$ cat src/rtl/reg_wr_arb.sv
// Two-source register write arbiter: per-source FIFOs feeding one registered output port.
// Define REG_WR_ARB_PRIO_EN for fixed priority (source 0 first); default is round-robin.
module reg_wr_arb #(
  parameter int AWIDTH     = 8,
  parameter int DWIDTH     = 16,
  parameter int FIFO_DEPTH = 4
) (
  input  logic              reg_clk,
  input  logic              rst,
  input  logic [AWIDTH-1:0] s0_wr_addr,
  input  logic [DWIDTH-1:0] s0_wr_data,
  input  logic              s0_wr_en,
  input  logic [AWIDTH-1:0] s1_wr_addr,
  input  logic [DWIDTH-1:0] s1_wr_data,
  input  logic              s1_wr_en,
  output logic [AWIDTH-1:0] m_wr_addr,
  output logic [DWIDTH-1:0] m_wr_data,
  output logic              m_wr_valid,
  input  logic              m_wr_ready,
  output logic              m_wr_src,
  output logic              s0_ovf,
  output logic              s1_ovf,
  input  logic              ovf_clr
);

  localparam int IW = $clog2(FIFO_DEPTH);
  localparam int PW = IW + 1;
  localparam int EW = AWIDTH + DWIDTH;

  typedef enum logic [0:0] {S_IDLE = 1'b0, S_OUT = 1'b1} state_t;

  logic [EW-1:0]     mem0_q [FIFO_DEPTH];
  logic [EW-1:0]     mem1_q [FIFO_DEPTH];
  logic [PW-1:0]     wr0_q, rd0_q, wr1_q, rd1_q;
  logic [PW-1:0]     wr0_d, rd0_d, wr1_d, rd1_d;
  state_t            state_q;
  logic              valid_q, src_q;
  logic [AWIDTH-1:0] addr_q;
  logic [DWIDTH-1:0] data_q;
  logic              ovf0_q, ovf1_q, ovf0_d, ovf1_d;
`ifndef REG_WR_ARB_PRIO_EN
  logic              last_q;
`endif

  logic          empty0_s, empty1_s, full0_s, full1_s;
  logic          can_load_s, load_s, grant1_s;
  logic          pop0_s, pop1_s, push0_s, push1_s;
  logic          ovf0_set_s, ovf1_set_s;
  logic [EW-1:0] head_s;

  assign empty0_s = (wr0_q == rd0_q);
  assign empty1_s = (wr1_q == rd1_q);
  assign full0_s  = (wr0_q[IW] != rd0_q[IW]) && (wr0_q[IW-1:0] == rd0_q[IW-1:0]);
  assign full1_s  = (wr1_q[IW] != rd1_q[IW]) && (wr1_q[IW-1:0] == rd1_q[IW-1:0]);

  // A new word may enter the output register when it is empty or being consumed this edge.
  assign can_load_s = (state_q == S_IDLE) || m_wr_ready;
  assign load_s     = can_load_s && !(empty0_s && empty1_s);

  always_comb begin
    grant1_s = 1'b0;
`ifdef REG_WR_ARB_PRIO_EN
    grant1_s = empty0_s;
`else
    if (!empty0_s && !empty1_s) begin
      grant1_s = ~last_q;
    end else begin
      grant1_s = empty0_s;
    end
`endif
  end

  assign pop0_s     = load_s && !grant1_s;
  assign pop1_s     = load_s && grant1_s;
  assign push0_s    = s0_wr_en && (!full0_s || pop0_s);
  assign push1_s    = s1_wr_en && (!full1_s || pop1_s);
  assign ovf0_set_s = s0_wr_en && full0_s && !pop0_s;
  assign ovf1_set_s = s1_wr_en && full1_s && !pop1_s;
  assign head_s     = grant1_s ? mem1_q[rd1_q[IW-1:0]] : mem0_q[rd0_q[IW-1:0]];

  always_comb begin
    wr0_d = push0_s ? wr0_q + PW'(1) : wr0_q;
    wr1_d = push1_s ? wr1_q + PW'(1) : wr1_q;
    rd0_d = pop0_s  ? rd0_q + PW'(1) : rd0_q;
    rd1_d = pop1_s  ? rd1_q + PW'(1) : rd1_q;
    // A fresh overflow wins over a coincident clear.
    if (ovf0_set_s) begin
      ovf0_d = 1'b1;
    end else begin
      ovf0_d = ovf0_q && !ovf_clr;
    end
    if (ovf1_set_s) begin
      ovf1_d = 1'b1;
    end else begin
      ovf1_d = ovf1_q && !ovf_clr;
    end
  end

  always_ff @(posedge reg_clk) begin
    if (push0_s) begin
      mem0_q[wr0_q[IW-1:0]] <= {s0_wr_addr, s0_wr_data};
    end
    if (push1_s) begin
      mem1_q[wr1_q[IW-1:0]] <= {s1_wr_addr, s1_wr_data};
    end
  end

  always_ff @(posedge reg_clk or posedge rst) begin
    if (rst) begin
      wr0_q  <= '0;
      rd0_q  <= '0;
      wr1_q  <= '0;
      rd1_q  <= '0;
      ovf0_q <= 1'b0;
      ovf1_q <= 1'b0;
    end else begin
      wr0_q  <= wr0_d;
      rd0_q  <= rd0_d;
      wr1_q  <= wr1_d;
      rd1_q  <= rd1_d;
      ovf0_q <= ovf0_d;
      ovf1_q <= ovf1_d;
    end
  end

  always_ff @(posedge reg_clk or posedge rst) begin
    if (rst) begin
      state_q <= S_IDLE;
      valid_q <= 1'b0;
      addr_q  <= '0;
      data_q  <= '0;
      src_q   <= 1'b0;
`ifndef REG_WR_ARB_PRIO_EN
      last_q  <= 1'b1;
`endif
    end else begin
      case (state_q)
        S_IDLE: begin
          if (load_s) begin
            state_q <= S_OUT;
            valid_q <= 1'b1;
            addr_q  <= head_s[EW-1:DWIDTH];
            data_q  <= head_s[DWIDTH-1:0];
            src_q   <= grant1_s;
`ifndef REG_WR_ARB_PRIO_EN
            last_q  <= grant1_s;
`endif
          end
        end
        S_OUT: begin
          if (m_wr_ready) begin
            if (load_s) begin
              addr_q  <= head_s[EW-1:DWIDTH];
              data_q  <= head_s[DWIDTH-1:0];
              src_q   <= grant1_s;
`ifndef REG_WR_ARB_PRIO_EN
              last_q  <= grant1_s;
`endif
            end else begin
              state_q <= S_IDLE;
              valid_q <= 1'b0;
            end
          end
        end
        default: begin
          state_q <= S_IDLE;
          valid_q <= 1'b0;
        end
      endcase
    end
  end

  assign m_wr_addr  = addr_q;
  assign m_wr_data  = data_q;
  assign m_wr_valid = valid_q;
  assign m_wr_src   = src_q;
  assign s0_ovf     = ovf0_q;
  assign s1_ovf     = ovf1_q;

endmodule
$ cat config.mk
export PLATFORM = sky130hd
export DESIGN_NAME = reg_wr_arb
export DESIGN_NICKNAME = d
export VERILOG_FILES = /design/src/rtl/reg_wr_arb.sv
export SDC_FILE = /design/constraint.sdc
export NUM_CORES = 1
export LEC_CHECK = 0
export CAP_MARGIN = 20
export CORE_MARGIN = 4
export CORE_UTILIZATION = 40
export CTS_CLUSTER_DIAMETER = 150
export DETAILED_ROUTE_END_ITERATION = 8
export HOLD_SLACK_MARGIN = 0.08
export PLACE_DENSITY = 0.63
export SLEW_MARGIN = 20
export SYNTH_ARGS = -nofsm -noshare
export SYNTH_HDL_FRONTEND = slang
export SYNTH_SLANG_ARGS = --single-unit
export TNS_END_PERCENT = 10
$ cat constraint.sdc
create_clock -name reg_clk -period 6.3 [get_ports reg_clk]
set_input_delay 0.945 -clock reg_clk [delete_from_list [all_inputs] [get_ports reg_clk]]
set_output_delay 0.945 -clock reg_clk [all_outputs]
set_load 0.005 [all_outputs]
# Word-level counts from Yosys, hierarchy flattened
# Memory sizes are Yosys's and may differ from the RTL's.
# Index checks and enable logic that the tools add are counted.
word_totals:
  reg_bits: 42
  mem_bits_rw: 192
  in_bits: 54
  output_inout_bits: 28
  word_cells: 84
  mem_count: 2
mem_list:
  columns: ["name", "depth", "width", "read_ports", "rd_clocked_by_memory_dff", "write_ports", "line", "text"]
  rows:
  - ["mem0_q", 4, 24, 1, 0, 1, "32", "logic [EW-1:0] mem0_q [FIFO_DEPTH];"]
  - ["mem1_q", 4, 24, 1, 0, 1, "33", "logic [EW-1:0] mem1_q [FIFO_DEPTH];"]
op_classes:
  add_sub_neg: 4
  n_eq_ne: 9
  mux: 27
  n_bitwise: 2
  n_reduce_logical: 28
ops:
  columns: ["operator", "n"]
  rows:
  - ["$mux 16", 2]
  - ["$pmux 16 s2", 1]
  - ["$mux 24", 1]
  - ["$mux 1", 16]
  - ["$mux 8", 2]
  - ["$pmux 8 s2", 1]
  - ["$logic_and 1x1->1", 15]
  - ["$add 3x1->3 const B", 4]
  - ["$logic_not 1->1", 9]
  - ["$pmux 1 s2", 4]
  - ["$eq 3x3->1", 2]
  - ["$ne 2x2->1 const B", 3]
  - ["$eq 2x2->1", 2]
  - ["$logic_or 1x1->1", 3]
  - ["$reduce_and 3->1", 1]
  - ["$ne 1x1->1", 2]
  - ["$not 1->1", 2]

# Depth between registers and ports, before layout
logic_depth:
  depth_word: 10
  depth_mapped: 7

# Least setup slack after synthesis
# No wires, ideal clock.
synth_timing:
  kind: "input to register"
  from: "input port m_wr_ready"
  to: "memory mem0_q[3][0] (netlist bit), enable pin"
  arrival_time_ns: 2.897
  t_required_ns: 5.891
  path_slack_ns: 2.994
  cell_stages: 3
  cell_sequence: "and2b_1 or4_4 a311oi_2"
synth_between:
  elab_chain_len: 7
synth_rtl:
  columns: ["item", "line", "text"]
  rows:
  - ["start, declared", "19", "input logic m_wr_ready,"]
  - ["$logic_or 1x1->1", "57", "assign can_load_s = (state_q == S_IDLE) || m_wr_ready;"]
  - ["$logic_and 1x1->1", "58", "assign load_s = can_load_s && !(empty0_s && empty1_s);"]
  - ["$logic_and 1x1->1", "73", "assign pop0_s = load_s && !grant1_s;"]
  - ["$logic_or 1x1->1", "75", "assign push0_s = s0_wr_en && (!full0_s || pop0_s);"]
  - ["$logic_and 1x1->1", "75", null]
  - ["$mux 1", "100", "if (push0_s) begin"]
  - ["$mux 1 (not written as such)", "101", "mem0_q[wr0_q[IW-1:0]] <= {s0_wr_addr, s0_wr_data};"]
  - ["end, declared", "32", null]
# Every way passes these cells.

# Worst setup path in the final report
layout_timing:
  from: "input port m_wr_ready"
  to: "memory mem0_q[1][6] (netlist bit), enable pin"
# Same word-level chain as after synthesis.

==> metrics.md <==
| Metric | Value |
|---|---|
| Status | `complete, no violations` |
| Layout cell share with drive strength beyond 1 | `0.204` |
| Register-to-Register Path Depth | `6` |
| Max Fclk | `287 MHz` |
| Total core area | `around 0.023 mm^2` |
| Most common cell in the netlist | `edfxtp_1` |
| Nets | `594` |
| Post-cts resize count | `0` |
| Clock network power share | `0.246` |
| Synth top cells by count | `edfxtp_1 (192), mux4_2 (48), dfrtp_1 (41), and4_1 (25), a221o_1 (24)` |
| Period utilisation layout | `0.553` |
| Multi-input logic area | `about 0.0022 mm^2` |
| Syn Area/Cell | `21.3 um^2` |
| Width of the die | `160 um` |
| Worst slew pin tran | `just under 1 ns` |
| Combinational share of power | `0.314` |
| Num CTS Buffers | `24` |
| IO Pins | `82` |
| Initial core utilization | `0.407` |
| Antenna violations before repair | `0` |
| GP Congestion | `0.729` |
| Hold path depth | `1` |
| Final setup fails | `0` |
| Unrepaired setup endpoints after global routing | `no` |
| Worst hold path type | `flop to flop` |
| Number of diodes | `0` |
| Crit-path slowest cell | `nand2b_1` |
| Post-synth EDFFs | `around 190` |
| Overall Global Routing Usage | `0.142` |
| Post-synth ARST share | `0.179` |
| Slew headroom | `0.355` |
| Post-Syn Nets | `498` |
| Pint | `about 0.0038 W` |
| Synthesized area | `approximately 0.009 mm^2` |
| Largest net degree at the start of global routing | `43` |
| Iteration-0 DRC Markers | `267` |
| Met2 Usage GRT | `0.236` |
| Vias in the first global route | `4,805` |
| Remaining DRCs | `0` |
| Critical-path cell list | `clkdlybuf4s50_1, nand2b_1, nand2_1, a31oi_2, and2_1, buf_8, buf_4` |
| Number of antenna-violating nets in the routed design | `0` |
| Pre-Repair DR Iteration Count | `4` |
| Most area-consuming cells after synthesis | `edfxtp_1 (63%), mux4_2 (12%), dfrtp_1 (11%), a221o_1 (2.6%), and4_1 (2.4%)` |
| #FFs+latches synth | `around 230` |
| Setup Skew | `0.0155 ns` |
| I/O Buffers | `between 80 and 90` |
| WS Path Type | `input port to flop` |
| CP Capture Type | `flop` |
| Clk buf depth | `3` |
| Minimum clock period | `3.49 ns` |
| Clk_lat worst skew | `approximately 0.51 ns` |
| Die height | `around 160 um` |
| Register Area | `0.00682 mm^2` |
| Crit start category | `input port` |
| Fill cell count | `1,824` |
| Final Power | `~0.0054 W` |
| M1 GR Usage | `0.190` |
| CP max FO | `29` |
| GR Util met3 | `0.0325` |
| Max stage delay on crit path | `0.68 ns` |
| Gr ovfl total | `0` |
| CTS Root Cell | `clkbuf_16` |
| Via density | `approximately 5.4` |
| Reg power frac | `0.439` |
| Die Area | `0.0256 mm^2` |
| Syn Inst Count | `434` |
| Register area share after synthesis | `0.739` |
| Most used DFF post-synth | `edfxtp_1` |
| Switching part of the total | `0.303` |
| Power density over the cells | `487 mW/mm^2` |
| Critical path data arrival time | `between 3 and 4 ns` |
| Clk sinks | `234` |
| Via count | `4,472` |
| H-tree depth | `1` |
| # rows | `55` |
| CTS clock-pin slew for the worst setup and hold paths | `around 0.06 ns` |
| Setup_tns | `0 ns` |
| Leakage power | `3.79 nW` |
| Postcts setup bufs | `0` |
| Crit path required time | `6.52 ns` |
| Max VDD drop | `approximately 0.26 mV` |
| Cell taking the most area after synthesis | `edfxtp_1` |
| Most used routing layer | `met2` |
| Wirelength, routed | `18.1 mm` |
| Slew Viols, Final | `0` |
| Unique masters post-synth | `38` |
| Final Hold Viols | `0` |
| Synth warn | `0` |
| CTS tree | `yes` |
| Sw power | `0.00164 W` |
| MaxCap Viol Count | `0` |
| Top cell type's share of synthesized area | `0.625` |
| Hold_buf cts | `0` |
| Global-route wire length before repair | `28.5 mm` |
| Detailed Place HPWL | `11.9 mm` |
| Area grow syn2layout | `20.5%` |
| Wirelength per Cell | `21.8 um` |
flip-flops by register name (all words and copies together) (netlist names):
register,count
m_wr_data,16
rd1_q,3
rd0_q,3
s1_ovf,1
last_q,1
m_wr_addr,8
wr0_q,3
state_q,1
s0_ovf,1
m_wr_valid,1
mem0_q,96
m_wr_src,1
mem1_q,96
wr1_q,3
cell families after synthesis:
family,synth area share
adder cells (fa/ha/maj),0.0136
XOR/XNOR,0.0195
flip-flops,0.739
buffers and inverters,0.0232
multiplexers,0.122
AO/OA/AOI/OAI,0.0431
AND/OR/NAND/NOR,0.0392
area by class of cell:
type                       count  share of cell area
multi-input combinational    162               0.199
clock buffer                  38              0.0625
clock inverter                 6             0.00462
inverter                      13             0.00439
tap                          285              0.0321
sequential                   234               0.614
timing repair buffer          95              0.0838
path summary, 6_finish.rpt:
| path | from | slack (ns) | end |
|---|---|---|---|
| max in group asynchronous | rst | 5.00 | rd0_q[0] |
| setup reg to reg | rd0_q[0] | 3.15 | mem0_q[1][6] |
| hold reg to reg | m_wr_src | 0.49 | m_wr_src |
| min in group asynchronous | rst | 0.89 | m_wr_valid |
| hold / removal | m_wr_src | 0.49 | m_wr_src |
| setup / recovery | m_wr_ready | 2.81 | mem0_q[1][6] |
routing by layer:
metal	up-vias	wire, um
met5	-	0
met4	0	416
met3	27	1090
met2	132	8910
met1	2317	7710
li1	1996	-
metrics by stage:
stage                     hold WS (ns)  worst slack, ns  utilization  std cells  area [um^2]
after floorplan                  0.457             2.99            -        434         9220
after global placement           0.472             1.97        0.457        787        10300
after detailed placement         0.491             1.91        0.457        788        10400
after CTS                        0.498             2.42        0.490        832        11100
after global routing             0.529             2.63        0.491        833        11100
final                            0.493             2.81        0.491        833        11100
layout by cell type, fill, tap and decap left out, types with 2 or more instances in the layout:
cell type,netlist,layout
clkbuf_16,0,25
a21o_1,2,2
buf_4,1,12
clkinv_1,0,4
and2_1,6,6
xnor2_1,4,4
xor2_1,6,6
clkbuf_8,0,2
a311oi_4,0,2
mux4_2,48,48
a221o_1,24,24
or3_1,2,2
nand2_1,4,4
ha_1,10,10
clkinv_2,0,2
dfrtp_1,41,40
buf_8,0,2
o22ai_1,2,2
edfxtp_1,192,192
a31oi_2,2,2
inv_1,13,12
clkdlybuf4s50_1,0,81
clkbuf_1,10,11
or4_4,2,2
mux2_2,3,3
xor2_2,4,4
nor3_1,2,2
nand2b_1,2,2
and4_1,25,25
critical path, delay by kind of cell:
family | cells | cell delay, ns
and+or+nand+nor | 3 | 1.48
buffers and inverters | 3 | 0.89
AOI/OAI and AO/OA | 1 | 0.38
power groups by stage:
stage          clock network, W  registers (W)  logic (W)
2_1_floorplan                 0        0.00229    0.00122
3_3_place_gp                  0        0.00239    0.00168
3_5_place_dp                  0        0.00241    0.00174
4_1_cts                 0.00137        0.00238    0.00174
5_1_grt                 0.00144        0.00242    0.00185
6_report                0.00133        0.00238    0.00170
Power figures use the tool's default switching activity.
